<file path="src/rtl/instr_cache.sv">
// instr_cache: direct-mapped, read-only instruction cache for the fetch stage.
// A hit is answered combinationally from pcF. A miss stalls fetch and
// refills the whole line from backing memory over a req/valid burst.
module instr_cache #(
    parameter int DATA_WIDTH     = 32,
    parameter int SETS           = 16,
    parameter int WORDS_PER_LINE = 4
) (
    input  logic                  clk,
    input  logic                  rst,
    input  logic [DATA_WIDTH-1:0] pcF,
    input  logic                  flush,
    output logic [DATA_WIDTH-1:0] instrF,
    output logic                  stallF,
    output logic                  mem_req,
    output logic [DATA_WIDTH-1:0] mem_addr,
    input  logic                  mem_valid,
    input  logic [DATA_WIDTH-1:0] mem_rdata
);

    localparam int OFF_W = $clog2(WORDS_PER_LINE);
    localparam int IDX_W = $clog2(SETS);
    localparam int LO_W  = OFF_W + 2;
    localparam int TAG_W = DATA_WIDTH - LO_W - IDX_W;

    localparam logic [DATA_WIDTH-1:0] NOP_INSTR = DATA_WIDTH'(32'h0000_0013);
    localparam logic [OFF_W-1:0]      LAST_BEAT = OFF_W'(WORDS_PER_LINE - 1);

    typedef enum logic {
        ST_IDLE   = 1'b0,
        ST_REFILL = 1'b1
    } state_t;

    // Control state
    state_t                  state_q, state_d;
    logic                    mem_req_q, mem_req_d;
    logic [DATA_WIDTH-1:0]   mem_addr_q, mem_addr_d;
    logic [OFF_W-1:0]        cnt_q, cnt_d;
    logic [SETS-1:0]         valid_q, valid_d;
    logic                    flush_pend_q, flush_pend_d;

    // Line storage (no reset needed: valid bits gate every use)
    logic [TAG_W-1:0]        tag_q  [SETS];
    logic [DATA_WIDTH-1:0]   data_q [SETS][WORDS_PER_LINE];

    // Storage write strobes produced by the controller
    logic                    data_we;
    logic                    tag_we;
    logic [SETS-1:0]         line_sel;

    // Address fields of the current fetch and of the line being refilled
    logic [OFF_W-1:0]        pc_word;
    logic [IDX_W-1:0]        pc_idx;
    logic [TAG_W-1:0]        pc_tag;
    logic [IDX_W-1:0]        refill_idx;
    logic [TAG_W-1:0]        refill_tag;
    logic                    hit;

    // Byte offset within a word never selects anything
    logic                    unused_pc_bits;
    assign unused_pc_bits = ^pcF[1:0];

    assign pc_word    = pcF[2 +: OFF_W];
    assign pc_idx     = pcF[LO_W +: IDX_W];
    assign pc_tag     = pcF[DATA_WIDTH-1 -: TAG_W];
    assign refill_idx = mem_addr_q[LO_W +: IDX_W];
    assign refill_tag = mem_addr_q[DATA_WIDTH-1 -: TAG_W];

    // One-hot decode of the line under refill
    for (genvar gi = 0; gi < SETS; gi++) begin : g_line_sel
        assign line_sel[gi] = (refill_idx == IDX_W'(gi));
    end

    // Lookup: only IDLE may hit; anything else stalls and returns a NOP
    always_comb begin
        hit    = (state_q == ST_IDLE) && valid_q[pc_idx] && (tag_q[pc_idx] == pc_tag);
        stallF = ~hit;
        instrF = hit ? data_q[pc_idx][pc_word] : NOP_INSTR;
    end

    assign mem_req  = mem_req_q;
    assign mem_addr = mem_addr_q;

    // Next-state logic: start refill on a miss, absorb beats, handle flush
    always_comb begin
        state_d      = state_q;
        mem_req_d    = mem_req_q;
        mem_addr_d   = mem_addr_q;
        cnt_d        = cnt_q;
        valid_d      = valid_q;
        flush_pend_d = flush_pend_q;
        data_we      = 1'b0;
        tag_we       = 1'b0;

        case (state_q)
            ST_IDLE: begin
                if (flush) begin
                    valid_d = '0;
                end
                if (!hit) begin
                    state_d    = ST_REFILL;
                    mem_req_d  = 1'b1;
                    mem_addr_d = {pc_tag, pc_idx, {LO_W{1'b0}}};
                    cnt_d      = '0;
                end
            end

            ST_REFILL: begin
                // A flush during the burst must also keep the incoming line invalid
                if (flush) begin
                    valid_d      = '0;
                    flush_pend_d = 1'b1;
                end
                if (mem_req_q && mem_valid) begin
                    data_we = 1'b1;
                    cnt_d   = cnt_q + OFF_W'(1);
                    if (cnt_q == LAST_BEAT) begin
                        tag_we       = 1'b1;
                        state_d      = ST_IDLE;
                        mem_req_d    = 1'b0;
                        cnt_d        = '0;
                        flush_pend_d = 1'b0;
                        if (!flush && !flush_pend_q) begin
                            valid_d[refill_idx] = 1'b1;
                        end
                    end
                end
            end

            default: begin
                state_d   = ST_IDLE;
                mem_req_d = 1'b0;
            end
        endcase
    end

    // Control registers with synchronous reset
    always_ff @(posedge clk) begin
        if (rst) begin
            state_q      <= ST_IDLE;
            mem_req_q    <= 1'b0;
            mem_addr_q   <= '0;
            cnt_q        <= '0;
            valid_q      <= '0;
            flush_pend_q <= 1'b0;
        end else begin
            state_q      <= state_d;
            mem_req_q    <= mem_req_d;
            mem_addr_q   <= mem_addr_d;
            cnt_q        <= cnt_d;
            valid_q      <= valid_d;
            flush_pend_q <= flush_pend_d;
        end
    end

    // Line storage writes: one word per accepted beat, tag on the last beat
    always_ff @(posedge clk) begin
        for (int s = 0; s < SETS; s++) begin
            if (data_we && line_sel[s]) begin
                data_q[s][cnt_q] <= mem_rdata;
            end
            if (tag_we && line_sel[s]) begin
                tag_q[s] <= refill_tag;
            end
        end
    end

endmodule

</file>
<file path="config.mk">
export PLATFORM = sky130hd
export DESIGN_NAME = instr_cache
export DESIGN_NICKNAME = d
export VERILOG_FILES = /design/src/rtl/instr_cache.sv
export SDC_FILE = /design/constraint.sdc
export NUM_CORES = 2
export LEC_CHECK = 0
export ABC_AREA = 1
export CORE_MARGIN = 5
export CORE_UTILIZATION = 25
export DETAILED_ROUTE_END_ITERATION = 8
export DONT_BUFFER_PORTS = 1
export PLACE_DENSITY = 0.5
export REMOVE_ABC_BUFFERS = 1
export SYNTH_ARGS = -nofsm -noshare
export SYNTH_HDL_FRONTEND = slang
export SYNTH_SLANG_ARGS = --single-unit
</file>
<file path="constraint.sdc">
create_clock -name clk -period 6.59 [get_ports clk]
set_input_delay 1.318 -clock clk [delete_from_list [all_inputs] [get_ports clk]]
set_output_delay 1.318 -clock clk [all_outputs]
set_load 0.1 [all_outputs]
</file>
==> flow_summary.toml <==
[pwr]
vdd_drop_max_mv = 0.1690
internal-power_w = 0.02642
leakagePower_nw = 37.11
seqPwrFrac_pct = 51.5
p_comb_share_pct = 4.9
power.density_nw_per_um2 = 292.6
clkPwrFrac_pct = 43.5
p_sw_share_pct = 21.63
switchingPower_w = 0.007291

[grt]
overflow = 0
grt_pass1_vias = 61762
antenna_found_initial = 7
grt_max_degree = 543
groute.usage.overall_pct = 14.81
grt_pass1_wl_um = 448000

[min_path]
hold_path_class = "reg -> reg"
hold_depth = 2

[sta]
fin_skew_ns = 0.07913
setup_viol = 0
hold_viol = 0
tightest_slew_ns = 1.738
layout_min_cycle_time_ns = 6.449
max_freq_mhz = 155.1
relSlewSlack_pct = -15.85
fin_crit_sh_pct = 97.87
rsz0062_at_grt = "no"
setup_tns_ns = 0
drv_slew = 218
finalWorstSetupSlack_ns = 0.1405

[detailed_routing]
via_per_inst = 4.930
wirelength_um = 316500
num_vias = 64260
drc_errors = 0
drtIter0Drc = 6185
dr.pass1.iters = 5
wl_per_cell_um = 24.28
antenna_left = 0

[clock_tree]
ctsHoldBuffers = 0
root_buffer = "clkbuf_16"
cts_buffers = 269
cts_sinks = 2481
htree_levels = 5
clk_pin_slew_ns = 0.06
tritoncts = "done"
cts.path.max_buffers = 4
cts_setup_buffers = 0
clk_latency_ns = 0.85

[synthesis]
ys_ff_latch = 2481
synth-edff-count = 2432
synthCells = 7621
synthFlopType = "edfxtp_1"
ys_seq_area_share_pct = 74.97
synth.distinct_cells = 39
yosysWarnings = 0
avgSynthCellArea_um2 = 12.95
synth_area_um2 = 98720
async_flop_share_pct = 0

[floorplan]
ios = 134
die_x_um = 638.4
rows = 230
fp.dieH_um = 638.4
die-area_um2 = 407600
start_util_pct = 25.13
core_area_um2 = 392800

[critical_path]
cp.arrival_ns = 5.13
r2r_cells = 8
critPathKind = "in -> out"
crit_required_ns = 5.27
critPathLaunchType = "input pin"
cp_max_fo = 145
endpoint_kind = "output port"

[placed_design]
pre_cts_slack_ns = -1.123
dp.cells = 12557
gp_congestion = 0.7581
place_area_um2 = 106600
hpwl_um = 160900
port_buffers = 0

[final_layout]
drive_gt1_share_pct = 9.915
finalNetCount = 7687
flow.area_growth_from_synthesis_pct = 16.68
layout.cells.non_filler = 13035
design_area_um2 = 115200
fill_cells = 39231

[flow_run]
maxCapViolCount = 0

[outcome]
status = "finished with violations"
violations = "max-slew violations"
-- worst paths after layout --
kind,start,slack [ns],end
min,mem_addr[16],0.46,mem_addr[16]
min reg2reg,mem_addr[16],0.46,mem_addr[16]
max,pcF[4],0.14,instrF[8]
max reg2reg,mem_req,2.67,data_q[8][59]
-- through the flow --
step           util [%]  total power (W)  hold slack [ns]
6_report          29.32          0.03371           0.4576
3_3_place_gp      27.13          0.01926           0.4449
4_1_cts           29.30          0.03392           0.4561
5_1_grt           29.32          0.03479           0.4820
3_5_place_dp      27.13          0.01928           0.4479
2_1_floorplan         -          0.01867           0.4357
-- worst max-delay path, cell delays in order --
cell      delay [ns]
buf_16          0.27
buf_16          0.46
buf_16          0.35
a21oi_1         0.14
a221oi_1        0.34
nor3_1          0.10
nand3b_1        0.26
nand3_1         0.15
buf_4           0.21
o21ai_0         0.15
buf_4           0.19
nor2_2          0.15
buf_12          0.19
-- kinds of logic (layout without fill, tap and decap cells) --
logic type	Yosys count	after routing	share of synthesized area, %
DFF	2481	2481	74.97
adders and majority gates	4	4	0.05070
AOI/OAI and AO/OA	1788	1788	11.10
buffers and inverters	696	878	3.045
and+or+nand+nor	2651	2651	10.83
other	1	13	0.003798
-- power by group through the flow --
stage               Clock, W  Sequential, W  Combinational [W]
CTS                   0.0149         0.0174            0.00160
detailed placement         0         0.0177            0.00157
global placement           0         0.0177            0.00155
finish                0.0147         0.0174            0.00166
floorplan                  0         0.0178           0.000900
global route          0.0156         0.0174            0.00180
-- synth_stat cells, types with 2 or more instances --
library cell	n	area (um^2)
a211oi_1	13	97.59
a21oi_1	457	2287
a221o_1	56	560.5
a221oi_1	116	1016
a32o_1	51	510.5
buf_1	58	217.7
buf_2	121	605.6
buf_4	30	225.2
buf_6	17	191.4
clkbuf_1	333	1250
clkinv_1	2	7.510
dfxtp_1	49	980.9
edfxtp_1	2432	73030
ha_1	4	50.05
inv_1	132	495.5
inv_2	2	7.510
nand2_1	1321	4959
nand3_1	408	2042
nand3b_1	26	195.2
nand4_1	6	37.54
nor2_1	822	3085
nor2_2	15	93.84
nor3_1	46	230.2
o211ai_1	94	705.7
o21ai_0	678	3393
o21ai_1	21	105.1
o221ai_1	154	1349
o22ai_1	143	894.6
or2_2	4	25.02
-- routing by layer --
layer | part of all wire (%) | vias up | track usage, % | wire (um)
li1 | - | 28255 | - | -
met1 | 42 | 33110 | 19.67 | 133500
met2 | 48 | 2402 | 24.63 | 150800
met3 | 7.2 | 493 | 2.723 | 22690
met4 | 3.0 | 0 | 4.397 | 9479
met5 | 0 | - | 0 | 0
-- layout by cell type, fill, tap and decap left out, types with 26 or more instances in the layout --
master	instances
edfxtp_1	2432
nand2_1	1321
nor2_1	728
o21ai_0	678
a21oi_1	457
nand3_1	408
clkbuf_16	282
buf_4	191
o221ai_1	154
o22ai_1	143
inv_1	129
a221oi_1	116
o211ai_1	94
nor2_4	81
buf_12	76
a221o_1	56
clkinv_1	52
a32o_1	51
clkinv_2	47
nor3_1	46
clkbuf_1	45
dfxtp_1	42
nor2_2	29
nand3b_1	26
-- flip-flops by register name, indices dropped and copies added (netlist names) --
name	count
mem_req	1
tag_q	384
state_q	1
mem_addr	28
cnt_q	2
flush_pend_q	1
data_q	2048
valid_q	16
-- area by class of cell --
cell class | count | area, um^2 | share of cell area (%)
clock inverter | 130 | 1121 | 0.9733
sequential | 2481 | 74020 | 64.26
inverter | 137 | 554.3 | 0.4812
timing repair buffer | 279 | 3303 | 2.868
multi-input combinational | 4447 | 22350 | 19.41
tap | 5220 | 6531 | 5.670
antenna | 9 | 22.52 | 0.01955
clock buffer | 332 | 7283 | 6.323
-- what timing repair did --
action                                 CTS  global route
gates resized for setup                  0             0
setup endpoints to repair               31             5
endpoints found under the hold margin    0             0
gates cloned                             4             1
No activity file was read; power rests on OpenSTA's default activity.
